--- config.mk ---
export PLATFORM = sky130hd
export DESIGN_NAME = pixel_frame_writer
export DESIGN_NICKNAME = d
export VERILOG_FILES = /design/src/rtl/pixel_frame_writer_pkg.sv /design/src/rtl/pfw_addr_gen.sv /design/src/rtl/pixel_frame_writer.sv
export SDC_FILE = /design/constraint.sdc
export NUM_CORES = 1
export LEC_CHECK = 0
export CORE_ASPECT_RATIO = 0.9
export CORE_MARGIN = 10
export CORE_UTILIZATION = 55
export DETAILED_ROUTE_END_ITERATION = 7
export MAX_ROUTING_LAYER = met4
export PLACE_DENSITY = 0.83
export SYNTH_ARGS = -nofsm -noshare
export SYNTH_HDL_FRONTEND = slang
export SYNTH_HIERARCHICAL = 1
export SYNTH_SLANG_ARGS = --single-unit
--- constraint.sdc ---
create_clock -name clk -period 5.7 [get_ports clk]
set_clock_uncertainty 0.05 [all_clocks]
set_input_delay 0.57 -clock clk [delete_from_list [all_inputs] [get_ports clk]]
set_output_delay 0.57 -clock clk [all_outputs]
set_load 0.02 [all_outputs]
--- src/rtl/pixel_frame_writer_pkg.sv ---
// Shared constants, FSM encoding and slot address helpers for the frame-store
// writer (and the image streamer that reads the same slots back).
package pixel_frame_writer_pkg;

  localparam int PIXEL_W      = 24;
  localparam int FRAME_PIXELS = 10000;
  localparam int NUM_SLOTS    = 4;
  localparam int ADDR_W       = 16;
  localparam int SLOT_W       = 3;
  localparam int IDX_W        = $clog2(FRAME_PIXELS);

  typedef enum logic [1:0] {
    ST_IDLE  = 2'd0,
    ST_ARMED = 2'd1,
    ST_WRITE = 2'd2,
    ST_DRAIN = 2'd3
  } pfw_state_e;

  // Slots are numbered from 1; 0 and anything above NUM_SLOTS are rejected.
  function automatic logic slot_valid(input logic [SLOT_W-1:0] slot);
    return (slot != '0) && (32'(slot) <= 32'(NUM_SLOTS));
  endfunction

  function automatic logic [ADDR_W-1:0] slot_base(input logic [SLOT_W-1:0] slot);
    return ADDR_W'((32'(slot) - 32'd1) * 32'(FRAME_PIXELS));
  endfunction

endpackage

--- src/rtl/pfw_addr_gen.sv ---
// Slot base latch plus pixel index counter; produces the frame-store address
// of the pixel being accepted this cycle and flags the last pixel of a frame.
module pfw_addr_gen
  import pixel_frame_writer_pkg::*;
(
  input  logic              clk,
  input  logic              rst_n,
  input  logic              load,
  input  logic [SLOT_W-1:0] slot,
  input  logic              restart,
  input  logic              advance,
  output logic [ADDR_W-1:0] addr,
  output logic              last
);

  localparam logic [IDX_W-1:0] LAST_IDX = IDX_W'(FRAME_PIXELS - 1);

  logic [ADDR_W-1:0] base;
  logic [IDX_W-1:0]  idx;
  logic [IDX_W-1:0]  cur_idx;

  // A start-of-frame pixel always lands at index 0, whatever idx holds.
  assign cur_idx = restart ? '0 : idx;
  assign last    = (cur_idx == LAST_IDX);
  assign addr    = base + ADDR_W'(cur_idx);

  always_ff @(posedge clk or negedge rst_n) begin
    if (!rst_n) begin
      base <= '0;
      idx  <= '0;
    end else if (load) begin
      base <= slot_base(slot);
      idx  <= '0;
    end else if (restart || advance) begin
      idx <= last ? '0 : cur_idx + IDX_W'(1);
    end
  end

endmodule

--- src/rtl/pixel_frame_writer.sv ---
// Captures one RGB frame from a valid/ready pixel stream into a selected slot
// of the frame store through a single registered write port.
//
// Handshakes: a pixel transfers on a rising edge where pix_valid && pix_ready;
// a frame-store write completes on a rising edge where mem_we && mem_ready, and
// mem_addr/mem_wdata stay stable from mem_we rising until that edge.
module pixel_frame_writer
  import pixel_frame_writer_pkg::*;
(
  input  logic               clk,
  input  logic               rst_n,
  input  logic               start,
  input  logic [2:0]         image_number,
  input  logic               pix_valid,
  input  logic               pix_sof,
  input  logic [PIXEL_W-1:0] pix_data,
  output logic               pix_ready,
  output logic               mem_we,
  output logic [ADDR_W-1:0]  mem_addr,
  output logic [PIXEL_W-1:0] mem_wdata,
  input  logic               mem_ready,
  output logic               busy,
  output logic               frame_done,
  output logic               err_slot,
  output logic               err_short,
  output logic [1:0]         dbg_state
);

  pfw_state_e state, state_nxt;

  logic              accept;
  logic              load;
  logic              restart;
  logic              advance;
  logic              do_write;
  logic              last;
  logic [ADDR_W-1:0] wr_addr;
  logic              frame_done_nxt;
  logic              err_slot_nxt;
  logic              err_short_nxt;

  assign pix_ready = ((state == ST_ARMED) || (state == ST_WRITE)) && (!mem_we || mem_ready);
  assign accept    = pix_valid && pix_ready;
  assign load      = (state == ST_IDLE) && start && slot_valid(image_number);
  // Non-SOF pixels seen while ARMED are consumed but never written.
  assign restart   = accept && pix_sof;
  assign advance   = accept && !pix_sof && (state == ST_WRITE);
  assign do_write  = restart || advance;
  assign busy      = (state != ST_IDLE) || mem_we;
  assign dbg_state = state;

  pfw_addr_gen u_addr_gen (
    .clk     (clk),
    .rst_n   (rst_n),
    .load    (load),
    .slot    (image_number),
    .restart (restart),
    .advance (advance),
    .addr    (wr_addr),
    .last    (last)
  );

  always_ff @(posedge clk or negedge rst_n) begin
    if (!rst_n) begin
      state <= ST_IDLE;
    end else begin
      state <= state_nxt;
    end
  end

  always_comb begin
    state_nxt      = state;
    frame_done_nxt = 1'b0;
    err_slot_nxt   = 1'b0;
    err_short_nxt  = 1'b0;
    case (state)
      ST_IDLE: begin
        if (start) begin
          if (load) state_nxt = ST_ARMED;
          else      err_slot_nxt = 1'b1;
        end
      end
      ST_ARMED: begin
        if (restart) state_nxt = last ? ST_DRAIN : ST_WRITE;
      end
      ST_WRITE: begin
        if (restart) err_short_nxt = 1'b1;
        if (do_write && last) state_nxt = ST_DRAIN;
      end
      ST_DRAIN: begin
        if (!mem_we || mem_ready) begin
          frame_done_nxt = 1'b1;
          state_nxt      = ST_IDLE;
        end
      end
      default: state_nxt = ST_IDLE;
    endcase
  end

  // Status pulses are registered, so each appears the cycle after its cause.
  always_ff @(posedge clk or negedge rst_n) begin
    if (!rst_n) begin
      frame_done <= 1'b0;
      err_slot   <= 1'b0;
      err_short  <= 1'b0;
    end else begin
      frame_done <= frame_done_nxt;
      err_slot   <= err_slot_nxt;
      err_short  <= err_short_nxt;
    end
  end

  always_ff @(posedge clk or negedge rst_n) begin
    if (!rst_n) begin
      mem_we    <= 1'b0;
      mem_addr  <= '0;
      mem_wdata <= '0;
    end else if (do_write) begin
      mem_we    <= 1'b1;
      mem_addr  <= wr_addr;
      mem_wdata <= pix_data;
    end else if (mem_ready) begin
      mem_we <= 1'b0;
    end
  end

endmodule

==> results.md, run 1 <==
* Status: finished clean
* Worst EP required at 5.84 ns
* Antenna-violating nets left at 0
* Worst slew margin at 13.3%
* Seq/Total Area, Yosys at 40.8%
* Simple-gate share of the synthesized area at 13.8%
* Cell taking the most area after synthesis: dfrtp_1
* Synth top cells by count: dfrtp_1 (72), mux2_1 (41), ha_1 (35)
* HPWL after DPL at 7.28 mm
* Leak pwr at 0.00244 uW
* DR vias at 3323
* Initial antenna violation count at 0
* Switching share of power at 38.8%
* Sw power at 991 uW
* Vias in the first global route at 3463
* Worst-margin pin slew at 1.29 ns
* Critical Path Start: image_number[0]
* Final Max Slew Viols at 0
* Post-Syn Instances at 405
* Layout area overhead at 23.4%
* CTS max path bufs at 2
* Register Area at 1800 sq um
* Fmax at 221 MHz
* Sequential power share at 32.5%
* Setup TNS at 0 ns
* Ratio of cells with drive above 1 in the final layout at 8.21%
* Max-cap violations at 0
* Mapped Area at 4420 sq um
* Layout Nets at 555
* # setup viols final at 0
* CTS tree: built
* Largest net degree at the start of global routing at 73
* Routability cong. at 0.833
* Num CTS Buffers at 9
* Synth Area in Adders at 12.2%
* Area fraction in compound gates after synthesis at 12.0%
* Non-Filler Instances at 583
* Die W at 114 um
* Crit-path cells: clkdlybuf4s50_1, inv_1, ha_1, xnor2_1, inv_1, xnor2_1, ha_1, o21bai_1, ha_1, ha_1, fa_1, ha_1, o21a_1, a21oi_1, o22ai_1, xnor2_1, a21oi_1
* Diode count at 0
* Cell Pwr Density at 468 nW/um^2
* Mux cell area share after synthesis at 13.4%
* Logic pwr share at 51.3%
* Final Hold Viols at 0
* Initial drt markers at 175
* Mapped Nets at 478
* Die ar. at 12000 sq um
* Distinct cell type count after synthesis at 62
* Worst setup path class: input pin to flip-flop
* Num ports at 81
* Area of the multi-input gates at 2430 sq um
* Crit path buf inv count at 3
* WL final at 9.79 mm
* Crit path largest cell delay at 0.59 ns
* Filler instances at 585
* Worst VDD drop at 317 uV
* CTS resizes at 0
* Most frequent cell after synthesis: dfrtp_1
* Warnings, synthesis at 6
* # port buffers at 80
* Share of async-settable or async-resettable flops after synthesis at 100%
* Yosys top cell area share at 40.8%
* Crit path DAT at 4.66 ns
* Starting Density at 57.4%
* CTS Sinks at 72
* Hold Crit Class: input pin to async pin
* Dpl cells at 567
* CP max-delay cell: clkdlybuf4s50_1
* Gr usage total at 17.0%
* Number of synthesized flops with an enable pin at 0
* Fin crit share at 79.4%
* Post-DR vias/cell at 5.70
* Clock Power Share at 16.2%
* Crit-path leading delay family: adder cells
* DR pass1 iterations at 4
* Unrepaired setup endpoints after global routing: no
* DR DRC count at 0
* Main synth FF type: dfrtp_1
* Synthesized flop and latch total at 72
* Clock Tree Root: clkbuf_8
* Crit-path max FO at 6
* Most common cell on crit path: ha_1
* Core ar. at 7690 sq um
* Syn_area_per_cell at 10.9 sq um
* Critical Path End Type: flip-flop
* Die height at 105 um
* Synth top area cells: dfrtp_1 (41%), mux2_1 (10%), ha_1 (9.9%)
* Clk_lat worst skew at 0.35 ns
* GRT Residual Overflow at 0
* Largest family of logic cells by synthesized area: simple AND/OR/NAND/NOR gates
* Worst-path clk slew at 0.07 ns
* First-pass GRT wire length at 16.7 mm
* Startpoint Class: input pin
* Cell row count at 30
* Int Power at 1560 uW
* Post-Synth XOR/XNOR Area at 3.77%
* Postcts setup bufs at 0
* Min Tclk post-route at 4.53 ns
* CTS Hold Bufs at 0
* Reg2Reg Launch Point: dbg_state[0]
* Wirelength per Cell at 16.8 um
* H-tree Lvls at 3
==> sequential cells by signal, indices dropped and copies added (netlist names) <==
register and count:
mem_wdata 24, mem_addr 16, u_addr_gen/idx 14, u_addr_gen/base 12, dbg_state 2, err_short 1
err_slot 1, frame_done 1, mem_we 1
==> kinds of logic after synthesis <==
logic type | Yosys count
and+or+nand+nor | 106
AOI/OAI and AO/OA | 77
DFF | 72
muxes | 53
adders and majority gates | 40
buffers and inverters | 38
xor gates and xnor gates | 19
==> metrics by stage <==
stage / power (uW) / area, sq um / util [%] / hold slack (ns) / setup WS [ns]
after global placement: 2110 / 5250 / 68.2 / 0.416 / 1.02
after detailed placement: 2160 / 5250 / 68.2 / 0.426 / 0.822
after CTS: 2590 / 5450 / 70.8 / 0.416 / 1.18
final: 2550 / 5450 / 70.8 / 0.368 / 1.17
after floorplan: 1660 / 4420 / - / 0.224 / 1.82
after global routing: 2740 / 5450 / 70.8 / 0.451 / 0.850
==> final timing paths <==
kind | to | slack (ns) | cells after the start
setup reg to reg | mem_addr[14] | 1.59 | 14
min in group clk | mem_wdata[14] | 0.44 | 1
hold / removal | mem_wdata[21] | 0.37 | 2
max in group asynchronous | mem_addr[4] | 4.64 | 2
hold reg to reg | mem_wdata[14] | 0.44 | 1
setup / recovery | u_addr_gen/base[15] | 1.17 | 17
==> cell usage in the layout, fill, tap and decap left out, types with 3 or more instances in the layout <==
cell,netlist,layout
a211oi_1,3,3
a21o_1,7,7
a21oi_1,17,17
and3_1,5,5
clkbuf_8,0,10
clkdlybuf4s50_1,0,79
dfrtp_1,72,72
fa_1,5,5
ha_1,35,35
inv_1,22,22
mux2_1,41,41
mux2_2,8,8
mux2i_1,4,4
nand2_1,20,20
nand2b_1,3,3
nand3_1,5,5
nand4_1,3,3
nand4b_1,4,4
nor2_1,19,19
nor2b_1,15,15
nor3_1,10,10
nor4_1,3,3
o21a_1,4,4
o21ai_0,11,11
o21ai_1,9,9
o21bai_1,3,3
o31ai_1,4,4
xnor2_1,16,16
xor2_1,3,3
==> metal layers <==
metal  track usage, %  share of wire [%]  vias to the layer above
met3             5.60                7.7                       13
met5                -                  0                        -
li1                 -                  -                     1622
met4             5.81                1.5                        0
met1             21.6                 48                     1579
met2             24.9                 43                      109
==> final cells by class <==
| cell class | count | area share (%) |
|---|---|---|
| Inverter | 23 | 1.58 |
| Sequential cell | 72 | 33.1 |
| Timing Repair Buffer | 81 | 14.7 |
| Tap cell | 96 | 2.20 |
| Multi-Input combinational cell | 295 | 44.7 |
| Clock buffer | 10 | 2.53 |
| Clock inverter | 6 | 1.24 |
==> power by group through the flow <==
stage	Combinational, uW	Sequential (uW)	Clock, uW
floorplan	646	1010	0
global placement	1290	826	0
detailed placement	1320	842	0
CTS	1330	832	427
global route	1440	857	448
finish	1310	830	413
(Power assumes the default switching activity.)
==> run 2: changes to the inputs <==
--- a/config.mk
+++ b/config.mk
@@ -7,10 +7,10 @@
 export LEC_CHECK = 0
 export CORE_ASPECT_RATIO = 0.9
 export CORE_MARGIN = 10
-export CORE_UTILIZATION = 55
+export CORE_UTILIZATION = 48
 export DETAILED_ROUTE_END_ITERATION = 7
 export MAX_ROUTING_LAYER = met4
-export PLACE_DENSITY = 0.83
+export PLACE_DENSITY = 0.77
 export SYNTH_ARGS = -nofsm -noshare
 export SYNTH_HDL_FRONTEND = slang
 export SYNTH_HIERARCHICAL = 1
==> constraint.sdc (replaced) <==
create_clock -name clk -period 4.1 [get_ports clk]
set_clock_uncertainty 0.05 [all_clocks]
set_input_delay 0.41 -clock clk [delete_from_list [all_inputs] [get_ports clk]]
set_output_delay 0.41 -clock clk [all_outputs]
set_load 0.02 [all_outputs]
==> run 2 against run 1 <==
Compared with the run above: core utilization shrank 8.9 points; combinational power grew 42%; cell count increased by 7.5%; die area grew 12%; hold slack lost 0.23 ns; register-to-register slack got worse by 1.1 ns; critical endpoint unchanged; largest cell class unchanged.
==> results.md, run 2 (synthesis gave the netlist of run 1 again) <==
* Status: finished clean
* # port buffers at 80 (unchanged)
* Vias in the first global route at 3503 (+1.2%)
* Critical Path End Type: flip-flop
* Worst-margin pin slew at 1.02 ns (-0.270 ns)
* Clock Tree Root: clkbuf_8
* Worst slew margin at 32.0% (+19 points)
* CTS resizes at 0 (unchanged)
* Layout Nets at 572 (+3.1%)
* H-tree Lvls at 3 (unchanged)
* Area of the multi-input gates at 2430 sq um (unchanged)
* CTS tree: built
* Final Hold Viols at 0 (unchanged)
* Setup WS post-layout at 0.227 ns (-0.947 ns)
* Max reg flops at 24 (unchanged)
* Core Util, Final at 62.0% (-8.9 points)
* Reg-to-reg endpoint: mem_addr[14]
* Clock Power Share at 15.7% (-0.5 points)
* Switching share of power at 38.6% (-0.20 points)
* Pwr Total at 3560 uW (+40%)
* Largest net degree at the start of global routing at 43 (-41%)
* Crit path DAT at 4.03 ns (-0.63 ns)
* Worst EP required at 4.26 ns (-1.58 ns)
* Most common cell after layout, fill and taps aside: clkdlybuf4s50_1
* Antenna-violating nets left at 0 (unchanged)
* Wirelength per Cell at 15.6 um (-7.0%)
* Register Area at 1800 sq um (unchanged)
* Gr usage total at 15.3% (-1.8 points)
* Leak pwr at 0.00251 uW (+3.2%)
* Layout area overhead at 26.9%
* Initial antenna violation count at 1 (+1)
* CTS Hold Bufs at 0 (unchanged)
* Worst Hold Slack at 0.138 ns (-0.230 ns)
* Core ar. at 9040 sq um (+18%)
* Die W at 121 um (+5.8%)
* Largest Register: mem_wdata
* Fin crit share at 94.5%
* Max-cap violations at 0 (unchanged)
* First-pass GRT wire length at 16.8 mm (+0.50%)
* Cell Pwr Density at 636 nW/um^2 (+36%)
* Cell row count at 33 (+10%)
* Min Tclk post-route at 3.87 ns
* Sequential power share at 32.2% (-0.3 points)
* WL final at 9.80 mm (about the same)
* Sw power at 1380 uW (+39%)
* Num CTS Buffers at 9 (unchanged)
* # setup viols final at 0 (unchanged)
* Most common cell on crit path: ha_1
* CP max-delay cell: fa_1
* Routability cong. at 0.850 (+2.0%)
* DR pass1 iterations at 4 (unchanged)
* Ratio of cells with drive above 1 in the final layout at 11.1% (+2.9 points)
* Non-Filler Instances at 627 (+7.5%)
* Startpoint Class: input pin
* Crit path largest cell delay at 0.48 ns (-0.11 ns)
* DR DRC count at 0 (unchanged)
* Filler instances at 732 (+25%)
* Crit-path max FO at 4 (-2)
* HPWL after DPL at 7.51 mm (+3.2%)
* Final Max Slew Viols at 0 (unchanged)
* GRT Residual Overflow at 0 (unchanged)
* Clk_lat worst skew at 0.34 ns (about the same)
* Fmax at 258 MHz
* Biggest regs: mem_wdata x24, mem_addr x16, u_addr_gen/idx x14
* Hold Crit Class: input pin to async pin
* Num ports at 81 (unchanged)
* Worst-path clk slew at 0.08 ns (about the same)
* Die height at 111 um (+5.7%)
* Dpl cells at 610 (+7.6%)
* Reg2reg path depth at 14 (unchanged)
* Most frequent cells in the layout: clkdlybuf4s50_1 (79), dfrtp_1 (72), mux2_1 (41)
* Unrepaired setup endpoints after global routing: no
* Post-DR vias/cell at 5.44 (-4.6%)
* Reg2Reg Setup Slack at 0.49 ns (-1.10 ns)
* CTS max path bufs at 2 (unchanged)
* Reg2Reg Launch Point: dbg_state[0]
* Crit-path cells: clkdlybuf4s50_1, inv_1, ha_1, xnor2_1, inv_1, xnor2_1, ha_1, o21bai_1, ha_1, ha_1, fa_1, ha_1, o21a_1, a21oi_1, o22ai_1, xnor2_1, a21oi_1
* Initial drt markers at 112 (-36%)
* Postcts setup bufs at 0 (unchanged)
* Int Power at 2190 uW (+40%)
* Die ar. at 13400 sq um (+12%)
* Pre-CTS setup slack at -0.106 ns (-0.928 ns)
* Starting Density at 48.8% (-8.6 points)
* Logic pwr share at 52.1% (+0.8 points)
* Worst setup path class: input pin to flip-flop
* DR vias at 3410 (+2.6%)
* Worst VDD drop at 335 uV (+5.5%)
* CTS Sinks at 72 (unchanged)
==> run 2: power groups by stage <==
stage / sequential (uW) / clock [uW] / combinational [uW]
floorplan: 1410 / 0 / 898
global placement: 1150 / 0 / 1830
detailed placement: 1160 / 0 / 1870
CTS: 1150 / 575 / 1880
global route: 1190 / 607 / 2030
finish: 1150 / 559 / 1860
==> run 2: how the worst max path moves through the flow <==
stage                          endpoint  slack, ns  depth (start not counted)             from
global placement    u_addr_gen/base[15]       0.02                         17  image_number[0]
detailed placement  u_addr_gen/base[15]      -0.11                         17  image_number[0]
CTS                 u_addr_gen/base[15]       0.24                         17  image_number[0]
global route        u_addr_gen/base[15]      0.002                         17  image_number[0]
floorplan                  mem_addr[14]       0.35                         16     dbg_state[0]
finish              u_addr_gen/base[15]       0.23                         17  image_number[0]
==> run 2: cell type report <==
class	count	area share, %
antenna	1	0.0447
clock buffer	10	2.28
clock inverter	6	1.21
inverter	23	1.54
multi-input combinational	295	43.4
sequential	72	32.2
tap	122	2.72
timing repair buffer	98	16.6
==> run 2: routing by layer <==
metal	wire length, um	GRT usage [%]	vias to the layer above	part of all wire, %
met5	0	-	-	0
met4	133	4.58	0	1.4
met3	690	4.18	12	7.0
met2	4330	22.5	108	44
met1	4640	20.0	1635	47
li1	-	-	1655	-
==> run 2: per-stage QoR <==
stage          TNS [ns]  cell area [sq um]
2_1_floorplan         0               4420
3_3_place_gp          0               5410
3_5_place_dp     -0.116               5410
4_1_cts               0               5600
5_1_grt               0               5600
6_report              0               5600
==> run 2: worst max-delay path: cells and delay by family <==
family                   cells  cell delay (ns)
adder cells (fa/ha/maj)      6             1.81
AO/OA/AOI/OAI                5             0.67
buffers and inverters        3             0.61
XOR/XNOR                     3             0.53
